===== config.mk =====
export PLATFORM = sky130hd
export DESIGN_NAME = vga_pattern_gen_flat
export DESIGN_NICKNAME = d
export VERILOG_FILES = /design/src/rtl/vga_pattern_gen_if.sv /design/src/rtl/vga_pattern_gen.sv /design/src/flat_wrapper.sv
export SDC_FILE = /design/constraint.sdc
export NUM_CORES = 1
export LEC_CHECK = 0
export CAP_MARGIN = 5
export CORE_ASPECT_RATIO = 0.8
export CORE_MARGIN = 2
export CORE_UTILIZATION = 31
export CTS_BUF_LIST = sky130_fd_sc_hd__clkbuf_2 sky130_fd_sc_hd__clkbuf_4 sky130_fd_sc_hd__clkbuf_8
export DETAILED_ROUTE_END_ITERATION = 10
export DONT_BUFFER_PORTS = 1
export HOLD_SLACK_MARGIN = 0.02
export PLACE_DENSITY_LB_ADDON = 0.1
export SLEW_MARGIN = 20
export SYNTH_ARGS = -nofsm -noshare
export SYNTH_HDL_FRONTEND = slang
export SYNTH_SLANG_ARGS = --single-unit

===== constraint.sdc =====
create_clock -name pclk -period 5.2 [get_ports pclk]
set_input_delay 0.26 -clock pclk [delete_from_list [all_inputs] [get_ports pclk]]
set_output_delay 0.26 -clock pclk [all_outputs]
set_load 0.01 [all_outputs]

===== src/rtl/vga_pattern_gen_if.sv =====
// ---------------------------------------------------------------------------
// vga_pattern_gen_if
//   Bundles the video-path signals of the pattern generator.
//   Timing inputs : hvis_in, vvis_in, hsync_in (active-low), vsync_in (active-low)
//   Button input  : mode_btn (raw, asynchronous, 1 = pressed)
//   Outputs       : hsync_out, vsync_out (3-cycle delayed syncs),
//                   rgb [7:0] (RGB332: [2:0] red, [5:3] green, [7:6] blue),
//                   mode [1:0] (currently displayed pattern)
//   master: the upstream timing source / bench; slave: the pattern generator.
// ---------------------------------------------------------------------------
interface vga_pattern_gen_if;
    logic       hvis_in;
    logic       vvis_in;
    logic       hsync_in;
    logic       vsync_in;
    logic       mode_btn;
    logic       hsync_out;
    logic       vsync_out;
    logic [7:0] rgb;
    logic [1:0] mode;

    modport master (
        output hvis_in, vvis_in, hsync_in, vsync_in, mode_btn,
        input  hsync_out, vsync_out, rgb, mode
    );

    modport slave (
        input  hvis_in, vvis_in, hsync_in, vsync_in, mode_btn,
        output hsync_out, vsync_out, rgb, mode
    );
endinterface


===== src/rtl/vga_pattern_gen.sv =====
// ---------------------------------------------------------------------------
// vga_pattern_gen
//   Pixel source placed right after the VGA timing generator. Tracks pixel
//   coordinates from the visible-region flags and drives RGB332 with one of
//   four test patterns: colour bars, checkerboard, gradient, bouncing box.
//   Syncs travel through the same 3-stage pipeline as the colour data.
//   A debounced push-button steps the pattern; the step is applied only on
//   entry into vertical blanking.
//
//   Ports:
//     pclk  - pixel clock, all logic on posedge
//     rstn  - asynchronous active-low reset
//     bus   - vga_pattern_gen_if.slave (timing in, button in, video out, mode)
// ---------------------------------------------------------------------------
module vga_pattern_gen #(
    parameter int H_VIS      = 640,
    parameter int V_VIS      = 480,
    parameter int BAR_W      = 80,
    parameter int BOX        = 32,
    parameter int DEB_CYCLES = 360000
) (
    input  logic              pclk,
    input  logic              rstn,
    vga_pattern_gen_if.slave  bus
);

    typedef enum logic [1:0] {
        MODE_BARS  = 2'd0,
        MODE_CHECK = 2'd1,
        MODE_GRAD  = 2'd2,
        MODE_BOX   = 2'd3
    } mode_e;

    localparam int CW = 11;                      // coordinate width
    localparam int BW = $clog2(BAR_W);
    localparam int DW = $clog2(DEB_CYCLES);

    localparam logic [BW-1:0] BAR_LAST = BW'(BAR_W - 1);
    localparam logic [CW-1:0] BX_MAX   = CW'(H_VIS - BOX);
    localparam logic [CW-1:0] BY_MAX   = CW'(V_VIS - BOX);
    localparam logic [CW-1:0] BOX_LEN  = CW'(BOX);
    localparam logic [DW-1:0] DEB_LAST = DW'(DEB_CYCLES - 1);

    // white, yellow, cyan, green, magenta, red, blue, black
    localparam logic [7:0] BAR_RGB [8] = '{8'hFF, 8'h3F, 8'hF8, 8'h38,
                                           8'hC7, 8'h07, 8'hC0, 8'h00};

    // Stage 1 and edge-detect history
    logic s1_hvis, s1_vvis, s1_hsync, s1_vsync;
    logic hvis_d, vvis_d;

    // Coordinate tracking
    logic [CW-1:0] x_cnt, y_cnt;
    logic [BW-1:0] bar_cnt;
    logic [2:0]    bar_idx;
    logic [7:0]    frame_cnt;

    // Bouncing box
    logic [CW-1:0] box_x, box_y;
    logic          box_dx_neg, box_dy_neg;

    // Button path
    logic          btn_meta, btn_sync, btn_deb, pending;
    logic [DW-1:0] deb_cnt;
    logic          deb_rise;
    mode_e         mode_q;

    // Stages 2 and 3
    logic [7:0] pix_rgb, s2_rgb, rgb_q;
    logic       s2_hsync, s2_vsync, hsync_q, vsync_q;

    logic de1, line_end, frame_evt, in_box;

    assign de1       = s1_hvis & s1_vvis;
    assign line_end  = hvis_d & ~s1_hvis;
    assign frame_evt = vvis_d & ~s1_vvis;       // entry into vertical blanking

    // ---------------- Stage 1 ----------------
    // NOTE: state registers use non-blocking (<=) so every flop samples
    // pre-edge values; blocking here would collapse pipeline stages.
    always_ff @(posedge pclk or negedge rstn) begin
        if (!rstn) begin
            s1_hvis  <= 1'b0;
            s1_vvis  <= 1'b0;
            s1_hsync <= 1'b1;
            s1_vsync <= 1'b1;
            hvis_d   <= 1'b0;
            vvis_d   <= 1'b0;
        end else begin
            s1_hvis  <= bus.hvis_in;
            s1_vvis  <= bus.vvis_in;
            s1_hsync <= bus.hsync_in;
            s1_vsync <= bus.vsync_in;
            hvis_d   <= s1_hvis;
            vvis_d   <= s1_vvis;
        end
    end

    // x_cnt is the column of the pixel currently in stage 1; the bar index
    // follows it with a modulo-BAR_W sub-counter instead of a divider.
    always_ff @(posedge pclk or negedge rstn) begin
        if (!rstn) begin
            x_cnt   <= '0;
            bar_cnt <= '0;
            bar_idx <= '0;
            y_cnt   <= '0;
        end else begin
            if (!s1_hvis) begin
                x_cnt   <= '0;
                bar_cnt <= '0;
                bar_idx <= '0;
            end else begin
                x_cnt <= x_cnt + 1'b1;
                if (bar_cnt == BAR_LAST) begin
                    bar_cnt <= '0;
                    bar_idx <= bar_idx + 1'b1;
                end else begin
                    bar_cnt <= bar_cnt + 1'b1;
                end
            end

            if (!s1_vvis)
                y_cnt <= '0;
            else if (line_end)
                y_cnt <= y_cnt + 1'b1;
        end
    end

    // Frame counter and box motion; the box moves in every mode so its
    // position stays continuous across pattern switches.
    always_ff @(posedge pclk or negedge rstn) begin
        if (!rstn) begin
            frame_cnt  <= '0;
            box_x      <= '0;
            box_y      <= '0;
            box_dx_neg <= 1'b0;
            box_dy_neg <= 1'b0;
        end else if (frame_evt) begin
            frame_cnt <= frame_cnt + 1'b1;

            // Hitting a wall flips direction and already steps back this frame.
            if (!box_dx_neg) begin
                if (box_x == BX_MAX) begin
                    box_dx_neg <= 1'b1;
                    box_x      <= box_x - 1'b1;
                end else begin
                    box_x <= box_x + 1'b1;
                end
            end else begin
                if (box_x == '0) begin
                    box_dx_neg <= 1'b0;
                    box_x      <= box_x + 1'b1;
                end else begin
                    box_x <= box_x - 1'b1;
                end
            end

            if (!box_dy_neg) begin
                if (box_y == BY_MAX) begin
                    box_dy_neg <= 1'b1;
                    box_y      <= box_y - 1'b1;
                end else begin
                    box_y <= box_y + 1'b1;
                end
            end else begin
                if (box_y == '0) begin
                    box_dy_neg <= 1'b0;
                    box_y      <= box_y + 1'b1;
                end else begin
                    box_y <= box_y - 1'b1;
                end
            end
        end
    end

    // ---------------- Button: synchroniser + debounce ----------------
    // The debounced level flips on the DEB_CYCLES-th consecutive cycle that
    // the synchronised input disagrees with it; any agreement reloads.
    assign deb_rise = btn_sync & ~btn_deb & (deb_cnt == DEB_LAST);

    always_ff @(posedge pclk or negedge rstn) begin
        if (!rstn) begin
            btn_meta <= 1'b0;
            btn_sync <= 1'b0;
            btn_deb  <= 1'b0;
            deb_cnt  <= '0;
        end else begin
            btn_meta <= bus.mode_btn;
            btn_sync <= btn_meta;
            if (btn_sync == btn_deb) begin
                deb_cnt <= '0;
            end else if (deb_cnt == DEB_LAST) begin
                deb_cnt <= '0;
                btn_deb <= btn_sync;
            end else begin
                deb_cnt <= deb_cnt + 1'b1;
            end
        end
    end

    // A press only arms the step; it lands in vertical blanking so a frame
    // is never drawn with two patterns. A press landing on the same cycle
    // as a frame event re-arms and is applied at the following event.
    always_ff @(posedge pclk or negedge rstn) begin
        if (!rstn) begin
            pending <= 1'b0;
            mode_q  <= MODE_BARS;
        end else begin
            if (frame_evt && pending) begin
                mode_q  <= mode_e'(mode_q + 2'd1);
                pending <= 1'b0;
            end
            if (deb_rise)
                pending <= 1'b1;
        end
    end

    // ---------------- Stage 2: colour ----------------
    assign in_box = (x_cnt >= box_x) && (x_cnt < box_x + BOX_LEN) &&
                    (y_cnt >= box_y) && (y_cnt < box_y + BOX_LEN);

    // NOTE: combinational blocks assign a default first so no path leaves
    // the output unassigned, which would infer a latch.
    always_comb begin
        pix_rgb = 8'h00;
        unique case (mode_q)
            MODE_BARS:  pix_rgb = BAR_RGB[bar_idx];
            MODE_CHECK: pix_rgb = (x_cnt[5] ^ y_cnt[5]) ? 8'hFF : 8'h00;
            MODE_GRAD:  pix_rgb = {frame_cnt[7:6], y_cnt[8:6], x_cnt[8:6]};
            MODE_BOX:   pix_rgb = in_box ? 8'hFF : 8'hC0;
        endcase
    end

    // ---------------- Stages 2 and 3: registers ----------------
    always_ff @(posedge pclk or negedge rstn) begin
        if (!rstn) begin
            s2_rgb   <= 8'h00;
            s2_hsync <= 1'b1;
            s2_vsync <= 1'b1;
            rgb_q    <= 8'h00;
            hsync_q  <= 1'b1;
            vsync_q  <= 1'b1;
        end else begin
            s2_rgb   <= de1 ? pix_rgb : 8'h00;
            s2_hsync <= s1_hsync;
            s2_vsync <= s1_vsync;
            rgb_q    <= s2_rgb;
            hsync_q  <= s2_hsync;
            vsync_q  <= s2_vsync;
        end
    end

    assign bus.rgb       = rgb_q;
    assign bus.hsync_out = hsync_q;
    assign bus.vsync_out = vsync_q;
    assign bus.mode      = mode_q;

endmodule

===== src/flat_wrapper.sv =====
// flat-port wrapper written by rule: the top's interface ports become plain ports
module vga_pattern_gen_flat 
#(
    parameter int H_VIS      = 640,
    parameter int V_VIS      = 480,
    parameter int BAR_W      = 80,
    parameter int BOX        = 32,
    parameter int DEB_CYCLES = 360000
)
  (pclk, rstn, bus_hvis_in, bus_vvis_in, bus_hsync_in, bus_vsync_in, bus_mode_btn, bus_hsync_out, bus_vsync_out, bus_rgb, bus_mode);
  vga_pattern_gen_if bus_i ();
  input  logic pclk;
  input  logic rstn;
  input wire logic [$bits(bus_i.hvis_in)-1:0] bus_hvis_in;
  input wire logic [$bits(bus_i.vvis_in)-1:0] bus_vvis_in;
  input wire logic [$bits(bus_i.hsync_in)-1:0] bus_hsync_in;
  input wire logic [$bits(bus_i.vsync_in)-1:0] bus_vsync_in;
  input wire logic [$bits(bus_i.mode_btn)-1:0] bus_mode_btn;
  output wire logic [$bits(bus_i.hsync_out)-1:0] bus_hsync_out;
  output wire logic [$bits(bus_i.vsync_out)-1:0] bus_vsync_out;
  output wire logic [$bits(bus_i.rgb)-1:0] bus_rgb;
  output wire logic [$bits(bus_i.mode)-1:0] bus_mode;
  assign bus_i.hvis_in = bus_hvis_in;
  assign bus_i.vvis_in = bus_vvis_in;
  assign bus_i.hsync_in = bus_hsync_in;
  assign bus_i.vsync_in = bus_vsync_in;
  assign bus_i.mode_btn = bus_mode_btn;
  assign bus_hsync_out = bus_i.hsync_out;
  assign bus_vsync_out = bus_i.vsync_out;
  assign bus_rgb = bus_i.rgb;
  assign bus_mode = bus_i.mode;
  vga_pattern_gen #(.H_VIS(H_VIS), .V_VIS(V_VIS), .BAR_W(BAR_W), .BOX(BOX), .DEB_CYCLES(DEB_CYCLES)) u_core (.pclk(pclk), .rstn(rstn), .bus(bus_i));
endmodule

; ---- Yosys cells after proc, flatten, opt, wreduce, memory -nomap -nowiden
; Memory sizes are Yosys's and may differ from the RTL's.
; Cells that the tools add are included.
[totals]
register_bits = 115
latchBits = 0
ram_bits = 0
romBits = 64
out_inout_bits = 12
elab_cells = 105
mem_count = 1
[memory_table]
columns = name, depth, word_bits, read_ports, rd_ports_with_merged_regs, wr, line_no
row1 = (name not given), 8, 8, 1, 0, 0, vga_pattern_gen.sv:227  ; MODE_BARS: pix_rgb = BAR_RGB[bar_idx];
[classes]
add_sub_neg = 13
multipliers = 0
div_mod_pow = 0
n_lt_le_gt_ge = 5
eq_ne = 10
shifts = 0
n_mux = 29
bitwise_logic = 11
reduce_logical = 9
[op_table]
columns = operator, n
row1 = $mux 11, 9
row2 = $add 11x1->11 const B, 4
row3 = $mux 19, 2
row4 = $mux 8, 4
row5 = $pmux 8 s4, 1
row6 = $add 11x6->11 const B, 2
row7 = $ge 11x11->1, 2
row8 = $logic_not 11->1, 2
row9 = $lt 11x11->1, 2
row10 = $sub 11x1->11 const B, 2
row11 = $add 19x1->19 const B, 1
row12 = $eq 19x19->1 const B, 1
row13 = $mux 7, 2
row14 = $eq 11x10->1 const B, 1
row15 = $eq 11x9->1 const B, 1
row16 = $add 8x1->8 const B, 1
row17 = $mux 1, 8
row18 = $add 7x1->7 const B, 1
row19 = $eq 7x7->1 const B, 1
row20 = $mux 3, 2
row21 = $mux 6, 1
row22 = $and 1x1->1, 5
row23 = $eq 2x2->1 const B, 2
row24 = $ge 4x4->1 const B, 1
row25 = other kinds (12), 19

; ---- Logic depth before layout (Yosys ltp)
[depth]
depth_word = 8
ltp_mapped = 12
depth_no_buf = 12

; ---- Least setup slack after synthesis
; Ideal clock, no wire load.
[synth_path]
kind = register to register
startpoint = reg u_core.box_y[7]
endpoint = reg u_core.s2_rgb[5]
setup_ns = 0.083
arrival_time_ns = 2.355
t_required_ns = 5.117
slack_ns = 2.762
stages_incl_launch_ff = 12
path_buffers = 1
synth_period_minus_slack_ns = 2.438
path_cell_list = dfrtp_1 -> clkbuf_1 -> nand3_1 -> or3_1 -> xnor2_1 -> ha_1 -> a22oi_1 -> o2111ai_1 -> a31oi_1 -> o31a_1 -> o2111ai_1 -> a31oi_1
[synth_between]
elab_chain_len = 6
[synth_rtl]
columns = element, line_no
row1 = "start, declared", vga_pattern_gen.sv:59  ; logic [CW-1:0] box_x, box_y;
row2 = "start signal, assigned", vga_pattern_gen.sv:161  ; box_y <= box_y - 1'b1;
row3 = "start signal, assigned", vga_pattern_gen.sv:163  ; box_y <= box_y + 1'b1;
row4 = "start signal, assigned", vga_pattern_gen.sv:168  ; box_y <= box_y + 1'b1;
row5 = $add 11x6->11 / $ge 11x11->1 (equally long branches), vga_pattern_gen.sv:220  ; (y_cnt >= box_y) && (y_cnt < box_y + BOX_LEN);
row6 = $lt 11x11->1 / $logic_and 1x1->1 (equally long branches), "vga_pattern_gen.sv:220, vga_pattern_gen.sv:219"
row7 = $logic_and 1x1->1 *, vga_pattern_gen.sv:220
row8 = $mux 6 *, vga_pattern_gen.sv:230  ; MODE_BOX: pix_rgb = in_box ? 8'hFF : 8'hC0;
row9 = $pmux 8 s4 *, vga_pattern_gen.sv:226  ; unique case (mode_q)
row10 = $mux 8 *, vga_pattern_gen.sv:244  ; s2_rgb <= de1 ? pix_rgb : 8'h00;
row11 = "end signal, assigned", vga_pattern_gen.sv:244
row12 = "end, declared", vga_pattern_gen.sv:69  ; logic [7:0] pix_rgb, s2_rgb, rgb_q;
; Mark *: on every way between the ends. The rest lies on a longest branch, timed or not.
; A chain may end at the register's enable or synchronous reset.

; ---- Worst setup path after layout
[layout_path]
startpoint = reg u_core.box_y[8]
endpoint = reg u_core.s2_rgb[5]
; Same word-level chain as after synthesis.

==> metrics.log <==
INFO  metric status = finished clean
INFO  metric setup_viol = 0
INFO  metric report.final.hold_viol_count = 0
INFO  metric syn-cell-area = 6260 sq um
INFO  metric post_synthesis_sequential_area_ratio = 46.1%
INFO  metric critical_path_source_type = register
INFO  metric number_of_enable_type_register_cells_in_the_synthesized_netlist = 0
INFO  metric crit_type = register to register
INFO  metric grt_busiest_layer = met2
INFO  metric grt_util_met1 = 19.7%
INFO  metric routed-via-count = approximately 4400
INFO  metric cp.arrival = between 3000 and 4000 ps
INFO  metric cell_with_the_most_instances_after_synthesis = sky130_fd_sc_hd__dfrtp_1
INFO  metric placement_stage_cell_area = 6540 sq um
INFO  metric p_per_area = 325 nW/um^2
INFO  metric worst_path_max_delay_cell = sky130_fd_sc_hd__dfrtp_1
INFO  metric hp-class = register to register
INFO  metric synth-seq-cells = approximately 120
INFO  metric cp-startpoint = u_core.box_y[8]
INFO  metric cts.repair_timing.setup_buffer_count = 0
INFO  metric fp-row-count = 46
INFO  metric route.detailed.drc = 0
INFO  metric hold_path_startpoint = u_core.s2_rgb[7]
INFO  metric global_route.usage.met2 = 20.3%
INFO  metric n_antenna_cell = 0
INFO  metric number_of_violations_of_the_max_capacitance_limit = 0
INFO  metric postSynth.asyncResetShare = 100%
INFO  metric post_synth_top_cells = sky130_fd_sc_hd__dfrtp_1, sky130_fd_sc_hd__xnor2_1, sky130_fd_sc_hd__ha_1
INFO  metric clock_path_buffers = 2
INFO  metric hold_buffers = 7
INFO  metric finalInstanceArea = 7020 sq um
INFO  metric irDropWorstVdd = between 0.1 and 0.15 mV
INFO  metric num_io_pins = 19
INFO  metric final.setup.tns = 0 ps
INFO  metric die_wd = 163 um
INFO  metric timing.max_slew.rel_slack = 62.0%
INFO  metric fp.dieArea = 21300 sq um
INFO  metric seqPwrFrac = 46.7%
INFO  metric tritoncts = done
INFO  metric clock_tree.htree_level_count = 4
INFO  metric maximum_number_of_pins_on_one_net_before_global_route_repair = about 120
INFO  metric nature_of_the_critical_path_endpoint = register
INFO  metric route.detailed.wl_per_inst = 14.7 um
INFO  metric finalNetCount = 689
INFO  metric power_leakage = 3.03 nW
INFO  metric share_clk_of_total_power = 36.4%
INFO  metric grt_util_met3 = 3.59%
INFO  metric timing.reg2reg.setup_slack = between 2000 and 2500 ps
INFO  metric antenna_violations_before_repair = 0
INFO  metric rsz0062_at_grt = false
INFO  metric groute.usage.overall = 13.7%
INFO  metric skew = 8.06 ps
INFO  metric floorplan.die.height = roughly 130 um
INFO  metric p_sw_share = 29.9%
INFO  metric synth.top_cells.by_area = sky130_fd_sc_hd__dfrtp_1, sky130_fd_sc_hd__ha_1, sky130_fd_sc_hd__xnor2_1
INFO  metric r2r-end = u_core.s2_rgb[5]
INFO  metric cp-endpoint = u_core.s2_rgb[5]
INFO  metric yosys_warnings = 0
INFO  metric period_share = 53.3%
INFO  metric clk-insertion-delay-late = 440 ps
INFO  metric final_slew_violations = 0
INFO  metric critical_path_peak_fanout = 7
INFO  metric power.switching = 684 uW
INFO  metric place_hpwl = 9470 um
INFO  metric routed_wl = 13300 um
INFO  metric global_route_wire_length_before_repair = 22700 um
INFO  metric avg_inst_size_synth = 10.2 sq um
INFO  metric clock_sink_count = 115
INFO  metric gp_congestion = 0.774
INFO  metric crit_path_cell_trace = inv_1, or3_1, xnor2_1, ha_1, a22oi_1, o2111ai_1, a31oi_1, o31a_1, o2111ai_1, a31oi_1
INFO  metric layout-area-overhead-vs-synth = 12.2%
INFO  metric avgViaCountPerCell = 4.82
INFO  metric max_incr_delay_on_cp = ~470 ps
INFO  metric detail-route-antenna-nets = 0
INFO  metric post-synth-top-area-fraction = a little over two fifths
INFO  metric worstMarginPinSlew = 571 ps
INFO  metric fraction_of_layout_cells_with_a_size_suffix_above_1 = about 8.6%
INFO  metric timing.hold.ws = 355 ps
INFO  metric effective_utilization_at_floorplan = between 30% and 40%
INFO  metric finalWorstPathRequiredPeriod = 2770 ps
INFO  metric synth-main-ff-cell = sky130_fd_sc_hd__dfrtp_1
INFO  metric critPathRequiredTime = 5560 ps
INFO  metric portBuffers = 0
INFO  metric clockRootBuffer = sky130_fd_sc_hd__clkbuf_8
INFO  metric path_clk_slew = 70 ps
INFO  metric ctsResizeCount = 0
INFO  metric crit-reg2reg-launch = u_core.box_y[8]
INFO  metric drt_pass1_iterations = 4
INFO  metric first_global_vias = 4388
INFO  metric fillCellCount = 2002
INFO  metric postSynthNetCount = 676
INFO  metric number_of_instances_in_the_synthesized_netlist = 616
INFO  metric ff2ff_path_depth = 10
INFO  metric synth_largest_area_cell = sky130_fd_sc_hd__dfrtp_1
INFO  metric fmax = 361 MHz
INFO  metric core_ar = 19800 sq um
INFO  metric detailedRoute.firstIterationViolations = between 200 and 250
INFO  metric grt_remaining_overflow = 0
INFO  metric cell_internal_power_dissipation = 1.60 mW
INFO  metric cts_made_buffers = 17
INFO  metric power.share.combinational = 16.9%
INFO  metric synth_cell_types = 56
routing by layer:
metal / routed length (um) / vias up
met2: 5740 / 55
li1: - / 2174
met1: 7100 / 2125
met3: 421 / 10
met4: 85 / 0
met5: 0 / -
how the worst min path moves through the flow:
stage	to	depth (start not counted)
after global placement	u_core.box_x[0]	0
after floorplan	u_core.bar_cnt[0]	0
after CTS	u_core.s1_hsync	1
after detailed placement	u_core.x_cnt[1]	0
final	u_core.bus.rgb[7]	0
after global routing	u_core.s1_hsync	1
final cells by class:
cell class	count	area (sq um)	share of cell area (%)
clock buffer	21	283	4.03
timing repair buffer	10	110	1.57
sequential	115	2890	41.1
multi-input combinational	450	3170	45.2
tap	264	330	4.71
inverter	35	131	1.87
clock inverter	10	108	1.53
cell families after synthesis:
group / Yosys count / synth area share (%)
simple gates: 231 / 19.2
flops: 115 / 46.1
compound gates: 87 / 9.70
xor+xnor: 73 / 10.2
fa+ha+maj: 53 / 10.6
buf+inv: 51 / 3.20
mux: 6 / 1.00
worst max-delay path, delay by kind of cell (launching register included):
family / cells / cell delay, ps
AO/OA/AOI/OAI: 6 / 1220
XOR/XNOR: 1 / 180
adder cells (fa/ha/maj): 1 / 280
buffers and inverters: 1 / 150
flip-flops: 1 / 470
AND/OR/NAND/NOR: 1 / 400
placed cells by master, fill, tap and decap left out, drive strengths merged, types with 10 or more instances in the layout:
cell type	synthesis	layout
a21oi	19	19
a31oi	12	12
and2	19	19
and3	12	12
clkbuf	12	21
dfrtp	109	109
ha	53	53
inv	35	35
nand2	50	50
nand3	33	33
nand4	15	15
nor2	45	45
nor2b	13	13
nor3	10	10
nor4	12	12
o21ai	22	22
xnor2	57	57
xor2	16	16
per-stage QoR:
step / util [%] / std cells / setup slack (ps) / power (mW)
CTS: 35.5 / 905 / 2400 / 2.32
floorplan: - / 616 / 2760 / 1.34
global placement: 33.0 / 867 / 2520 / 1.44
detailed placement: 33.0 / 867 / 2440 / 1.44
global route: 35.5 / 905 / 2090 / 2.43
finish: 35.5 / 905 / 2430 / 2.28
registers in the layout, indices dropped and copies added (netlist names), 2 cells and up:
signal            count
u_core.box_y         11
u_core.bus.mode       2
u_core.x_cnt         11
u_core.y_cnt         11
u_core.box_x         11
u_core.frame_cnt      8
u_core.s2_rgb         8
u_core.deb_cnt       19
u_core.bus.rgb        8
u_core.bar_idx        3
u_core.bar_cnt        7
power groups by stage:
stage | clock [mW] | combinational [mW] | sequential (mW)
floorplan | 0 | 0.288 | 1.06
global placement | 0 | 0.360 | 1.08
detailed placement | 0 | 0.363 | 1.08
CTS | 0.864 | 0.392 | 1.07
global route | 0.902 | 0.447 | 1.08
finish | 0.831 | 0.386 | 1.07
No activity file was read; power rests on OpenSTA's default activity.
